**src/rtl/exception_controller_pkg.sv**
```systemverilog
// Shared encodings for the exception controller: cause codes, FSM states and
// the default vector-table addresses.
package exception_controller_pkg;

    localparam logic [1:0] CAUSE_NONE      = 2'b00;
    localparam logic [1:0] CAUSE_INVALID   = 2'b01;
    localparam logic [1:0] CAUSE_PROTECTED = 2'b10;

    localparam logic [31:0] VEC_INVALID_DEFAULT   = 32'h0000_0002;
    localparam logic [31:0] VEC_PROTECTED_DEFAULT = 32'h0000_0004;

    typedef enum logic [2:0] {
        IDLE,
        FLUSH,
        READ_LO,
        READ_HI,
        REDIRECT
    } state_t;

    // Invalid-address takes precedence, so a simultaneous 11 reports as 01.
    function automatic logic [1:0] resolve_cause(input logic [1:0] code);
        if (code[0])
            return CAUSE_INVALID;
        else if (code[1])
            return CAUSE_PROTECTED;
        else
            return CAUSE_NONE;
    endfunction

endpackage

```
**src/rtl/exception_controller.sv**
```systemverilog
// Captures EPC/cause on a memory-stage exception, fetches the handler address
// from the vector table in two half-word reads, and redirects fetch; also serves RTI.
module exception_controller
    import exception_controller_pkg::*;
#(
    parameter int              ADDR_W        = 32,
    parameter int              DATA_W        = 16,
    parameter logic [ADDR_W-1:0] VEC_INVALID   = VEC_INVALID_DEFAULT,
    parameter logic [ADDR_W-1:0] VEC_PROTECTED = VEC_PROTECTED_DEFAULT
) (
    input  logic              i_clk,
    input  logic              i_rst_n,
    input  logic [1:0]        i_changeEPC,
    input  logic [ADDR_W-1:0] i_mem_pc,
    input  logic              i_rti,
    input  logic              i_mem_ready,
    input  logic [DATA_W-1:0] i_mem_rdata,
    output logic              o_mem_re,
    output logic [ADDR_W-1:0] o_mem_addr,
    output logic              o_flush,
    output logic              o_stall,
    output logic              o_pc_load,
    output logic [ADDR_W-1:0] o_pc_target,
    output logic [ADDR_W-1:0] o_epc,
    output logic [1:0]        o_cause
);

    state_t            state_reg;
    logic [ADDR_W-1:0] epc_reg;
    logic [ADDR_W-1:0] handler_reg;
    logic [1:0]        cause_reg;
    logic [ADDR_W-1:0] vector;

    assign vector = (cause_reg == CAUSE_PROTECTED) ? VEC_PROTECTED : VEC_INVALID;

    always_ff @(posedge i_clk or negedge i_rst_n) begin
        if (!i_rst_n) begin
            state_reg   <= IDLE;
            epc_reg     <= '0;
            handler_reg <= '0;
            cause_reg   <= CAUSE_NONE;
        end else begin
            case (state_reg)
                IDLE: begin
                    if (i_changeEPC != CAUSE_NONE) begin
                        epc_reg   <= i_mem_pc;
                        cause_reg <= resolve_cause(i_changeEPC);
                        state_reg <= FLUSH;
                    end
                end
                FLUSH: state_reg <= READ_LO;
                READ_LO: begin
                    if (i_mem_ready) begin
                        handler_reg[DATA_W-1:0] <= i_mem_rdata;
                        state_reg               <= READ_HI;
                    end
                end
                READ_HI: begin
                    if (i_mem_ready) begin
                        handler_reg[ADDR_W-1:DATA_W] <= i_mem_rdata;
                        state_reg                    <= REDIRECT;
                    end
                end
                REDIRECT: state_reg <= IDLE;
                default:  state_reg <= IDLE;
            endcase
        end
    end

    // Output decode; target/address are forced to zero whenever not in use.
    always_comb begin
        o_mem_re    = 1'b0;
        o_mem_addr  = '0;
        o_flush     = 1'b0;
        o_stall     = 1'b0;
        o_pc_load   = 1'b0;
        o_pc_target = '0;
        case (state_reg)
            IDLE: begin
                if (i_rti && (i_changeEPC == CAUSE_NONE)) begin
                    o_pc_load   = 1'b1;
                    o_pc_target = epc_reg;
                end
            end
            FLUSH: begin
                o_flush = 1'b1;
                o_stall = 1'b1;
            end
            READ_LO: begin
                o_mem_re   = 1'b1;
                o_mem_addr = vector;
                o_stall    = 1'b1;
            end
            READ_HI: begin
                o_mem_re   = 1'b1;
                o_mem_addr = vector + 1'b1;
                o_stall    = 1'b1;
            end
            REDIRECT: begin
                o_pc_load   = 1'b1;
                o_pc_target = handler_reg;
                o_flush     = 1'b1;
            end
            default: ;
        endcase
    end

    assign o_epc   = epc_reg;
    assign o_cause = cause_reg;

endmodule

```
**config.mk**
```make
export PLATFORM = sky130hd
export DESIGN_NAME = exception_controller
export DESIGN_NICKNAME = d
export VERILOG_FILES = /design/src/rtl/exception_controller_pkg.sv /design/src/rtl/exception_controller.sv
export SDC_FILE = /design/constraint.sdc
export NUM_CORES = 1
export LEC_CHECK = 0
export ABC_AREA = 1
export BUFFER_PORTS_ARGS = -buffer_cell sky130_fd_sc_hd__buf_2
export CORE_ASPECT_RATIO = 0.5
export CORE_MARGIN = 2
export CORE_UTILIZATION = 46
export DETAILED_ROUTE_END_ITERATION = 10
export PLACE_DENSITY = 0.77
export SYNTH_ARGS = -nofsm -noshare
export SYNTH_HDL_FRONTEND = slang
export SYNTH_SLANG_ARGS = --single-unit
export TNS_END_PERCENT = 5
```
**constraint.sdc**
```tcl
create_clock -name i_clk -period 1.8 [get_ports i_clk]
set_clock_uncertainty 0.1 [all_clocks]
set_input_delay 0.09 -clock i_clk [delete_from_list [all_inputs] [get_ports i_clk]]
set_output_delay 0.09 -clock i_clk [all_outputs]
set_load 0.02 [all_outputs]
```
== Yosys cells after proc, flatten, opt, wreduce, memory -nomap -nowiden ==
Cells that the tools add are included.
Word-level totals
  input bits: 54
  output and inout bits: 102
  logic and storage cells: 40
  bits in registers: 69
Cells by class
  eq/ne operators: 8
  add/sub/neg operators: 1
  reductions and logical operators: 11
  muxes and demuxes: 15
Operators by type and width (count)
  $pmux 32 s2: 1
  $mux 32: 1
  $mux 3: 4
  $pmux 3 s4: 1
  $pmux 4 s2: 1
  $eq 3x2->1 const B: 2
  $ne 2x2->1 const B: 3
  $reduce_and 2->1: 3
  $add 3x1->4 const B: 1
  $mux 1: 4
  $mux 2: 2
  $reduce_or 2->1: 2
  $eq 3x1->1 const B: 1
  $eq 3x3->1 const B: 1
  $logic_not 3->1: 1
  $reduce_and 3->1: 1
  $reduce_or 3->1: 1
  $eq 2x2->1 const B: 1
  $logic_not 2->1: 1
  $pmux 1 s2: 1
  $reduce_bool 2->1: 1
  $logic_and 1x1->1: 1

== Depth between registers and ports, before layout ==
  word-level depth: 4
  depth in mapped cells: 7
  depth with buffers taken out: 6

== Worst setup path before layout ==
Ideal clock, no wire load.
  path kind: reg2out
  start point: register state_reg[0]
  end point: output port o_mem_addr[2]
  arrival time: 1387 ps
  stages on the path, launching flop included: 6
  setup slack: 223 ps
  required time: 1610 ps
  cell sequence: dfrtp_1 > nor2_1 > nand2_1 > nand2_1 > inv_1 > nor3_1
Between the ends
  word-level cells in the longest chain between the ends: 2
RTL lines
  start: declaration: RTL line exception_controller.sv:28  | state_t state_reg;
  start signal: assignment: RTL line exception_controller.sv:38  | state_reg <= IDLE;
  start signal: assignment: RTL line exception_controller.sv:48  | state_reg <= FLUSH;
  start signal: assignment: RTL line exception_controller.sv:51  | FLUSH: state_reg <= READ_LO;
  $eq 3x2->1: RTL line exception_controller.sv:78  | case (state_reg)
  $pmux 4 s2 (*): RTL line exception_controller.sv:78
  end: declaration: RTL line exception_controller.sv:19  | output logic [ADDR_W-1:0] o_mem_addr,
Every way passes the cells marked *; elsewhere a longest branch is shown, timed or not.

== Final worst setup path ==
  start point: register state_reg[0]
  end point: output port o_pc_target[17]
Between the ends
  word-level cells in the longest chain between the ends: 2
RTL lines
  $eq 3x3->1 / $logic_not 3->1 (equally long branches): RTL line exception_controller.sv:78
  $pmux 32 s2 (*): RTL line exception_controller.sv:78
  end: declaration: RTL line exception_controller.sv:23  | output logic [ADDR_W-1:0] o_pc_target,
Marked as above.

==> flow_results.org <==
** Finish
- The finished layout holds ~730 standard cells, fillers aside.
- From synthesis to final layout, the design area changed by 48.28%.
- Nets :: 680
- The repair_antennas step left the layout with diodes totalling 0.
- Area of all placed cells without fillers :: 0.005065 mm^2
- Share of post-route cells with drive strength above 1 :: 0.2794

** STA
- Time the final worst path needs with I/O delays and setup :: 2027 ps
- Hold violation total from the final report :: 0
- Period Utilization, post-route :: 1.126
- Timing would allow up to between 400 and 500 MHz.
- Final setup violating endpoints :: 30
- At the pin with the least slew margin, the transition time is 533.3 ps.
- Summed over all failing endpoints, the final setup total negative slack is -2457 ps.
- Remaining max-slew budget at the tightest pin :: 0.6436
- Setup slack on the critical path of the routed design comes to -227.3 ps.
- Number of pins with negative max-slew slack in the final report :: 0
- On the final layout, the worst hold slack is 76.60 ps.
- Unrepaired setup endpoints after global routing :: true

** Setup path
- Required time of the critical path :: about 1600 ps
- Along the worst path, the maximum fanout reaches 13.
- The worst setup path is captured at an output pin.
- Data on the critical path arrives at its endpoint at 1840 ps.
- The worst setup path is launched from a flip-flop.
- Max incr delay on CP :: between 400 and 500 ps
- Worst Path Buf+Inv :: 2
- Cell type with the highest occurrence count on the critical path :: nor2_4
- Crit-path leading delay family :: simple AND/OR/NAND/NOR gates
- List of cells traversed by the critical path :: nor2_4 -> nand2_4 -> nor2_4 -> buf_12 -> nand2_1 -> o21ai_0 -> buf_2
- The worst setup path is of the reg -> out kind.
- The slowest stage of the critical path belongs to the cell dfrtp_2.

** Clock tree
- Num Clock Sinks :: 69
- Clock transition at the registers of the reported paths :: 50 ps
- TritonCTS built the clock tree.
- For the worst-skew pair, the clock arrives at the later sink with an insertion delay of 340 ps.
- Bufs on Longest Clock Path :: 2
- Clock root buffer master :: clkbuf_16
- Number of H-tree levels :: 3
- Buffers inserted during clock tree synthesis total 9.

** Place
- Count of input and output buffers :: 126
- Dpl hpwl :: about 6300 um
- Weighted congestion at the end of routability-driven global placement :: 0.8659
- After detailed placement, the design holds a cell count of roughly 650.
- Worst setup timing slack at the placement stage :: 143.0 ps
- Once placement finished, the instance area stood at around 0.0041 mm^2.

** Synth
- Top_reg_cell synth :: dfrtp_1
- Mapped Cells :: 437
- In the post-synthesis netlist, the biggest area contributors are dfrtp_1 51%, nand2_1 23%, buf_4 7.5%, nand3_1 5.0%, o21ai_0 4.1%.
- Number of distinct standard cells referenced by the synthesized netlist :: 20
- Seq cells post-synth :: 69
- After synthesis, the share of flip-flops with an asynchronous set or reset is 1.000.
- Counting flops with a built-in enable in the synthesized netlist gives 0.
- Synth Area per Inst :: a little under 8 um^2
- Count leader, synth :: nand2_1
- Of the post-synthesis cell area, the dominant cell type holds 0.5055.
- Of the synthesized area, sequential elements account for 0.5055.
- The Yosys step of the flow raised 0 warnings.
- The largest total area in the synthesized netlist belongs to dfrtp_1.
- List of most frequent post-synthesis cells :: 205 x nand2_1, 69 x dfrtp_1, 34 x buf_4, 34 x nand3_1, 28 x o21ai_0
- In this run the cell area of the synthesized design comes to 0.003416 mm^2.

** Global routing
- Global-route wire length before repair :: 16730 um
- Entering global routing, the biggest net connects 39 pins.
- The via count of the first global-routing pass was around 3400.
- Tot GR Track Use :: 0.2713
- The number of antenna violations at the first check in global routing is 0.
- GRT Residual Overflow :: 0

** Power
- Static Leak :: 2.807 nW
- Peak supply drop :: 657.6 uV
- Power per cell area :: 1558 mW/mm^2

** Die
- The initial utilization of the core area, before any placement, comes to 0.4700.
- Boundary pin count :: around 160
- DIE HEIGHT :: 64.94 um
- The die covers just over 0.008 mm^2.
- Core Region :: 0.007267 mm^2
- Standard-cell row count :: 22
- Chip Width :: 125.9 um

** Run
- Count of max-cap constraint violations :: 0

** Drt
- After detailed routing, the number of remaining DRC violations is 0.
- Final ANT Viol Nets :: 0
- Total via count in the routed design :: around 3500
- Number of vias per cell :: 4.864
- Total length of routed wires :: 10720 um
- 1st-pass router iterations :: 5
- The detailed router finished its first iteration with 308 violations.
- Dividing the detail-routed wire length by the instance count gives about 15 um.

** Worst hold path
- Class of the tightest hold or removal check :: in -> reg

** Run status
- The flow ran to the end, but the final reports show violations.
- Violated checks :: setup timing
-- repair_timing --
item	in CTS	in global routing
hold buffers	52	0
endpoints found under the setup margin	35	48
resized for setup	39	9
gates cloned	2	0
pin swaps	2	3
hold endpoints to repair	135	0
buffers inserted	6	0
-- final cells by class --
class,count,area (um^2)
Multi-Input combinational cell,320,1351
Timing Repair Buffer,199,1503
Inverter,27,101.3
Fill cell,529,2202
Clock buffer,13,250.2
Clock inverter,2,10.01
Sequential cell,69,1729
Tap cell,96,120.1
-- final timing paths --
kind	from	slack (ps)	endpoint	cells past startpoint
worst max register to register	state_reg[0]	20	o_cause[1]	7
max in group asynchronous	i_rst_n	890	state_reg[0]	3
min in group asynchronous	i_rst_n	150	o_epc[26]	2
worst max-delay path	state_reg[0]	-230	o_pc_target[17]	7
worst min-delay path	i_mem_ready	80	handler_reg[9]	3
worst min register to register	handler_reg[11]	370	handler_reg[11]	2
-- cells in the final DEF (no fill, tap or decap), drive strengths merged --
cell type / instances
dlygate4sd3: 52
a21oi: 1
conb: 29
inv: 27
dfrtp: 69
clkinv: 2
buf: 147
nand2: 207
nand3: 34
o21ai: 36
a31oi: 1
nor3: 1
clkbuf: 13
nor2: 11
-- cells by family after synthesis --
| group | after synthesis | share of synthesized area |
|---|---|---|
| simple gates | 253 | 0.3011 |
| buf+inv | 76 | 0.1363 |
| flops | 69 | 0.5055 |
| compound gates | 38 | 0.05604 |
| other cells | 1 | 0.001098 |
-- through the flow --
step	total power, mW	utilization
3_3_place_gp	5.844	0.5577
3_5_place_dp	5.937	0.5577
6_report	7.892	0.6970
5_1_grt	8.409	0.6970
2_1_floorplan	4.897	-
4_1_cts	7.788	0.6946
-- routing by layer --
layer  track usage  routed length, um
met1        0.3164               4373
met2        0.4703               5128
met3       0.08505                930
met4        0.1168                286
met5             0                  0
-- power by group --
group          internal [mW]  switching (mW)
Clock                  0.957           0.629
Combinational           1.20            2.31
Sequential              2.31           0.492
-- worst register-to-register path, cell delays in order, from the launching register on --
cell           delay (ps)
dfrtp_2               420
nor2_4                160
nand2_4                80
buf_4                 150
inv_2                  70
nand3_1                70
dlygate4sd3_1         560
o21ai_0                80
Note: power is estimated with default switching activity, not from simulation.
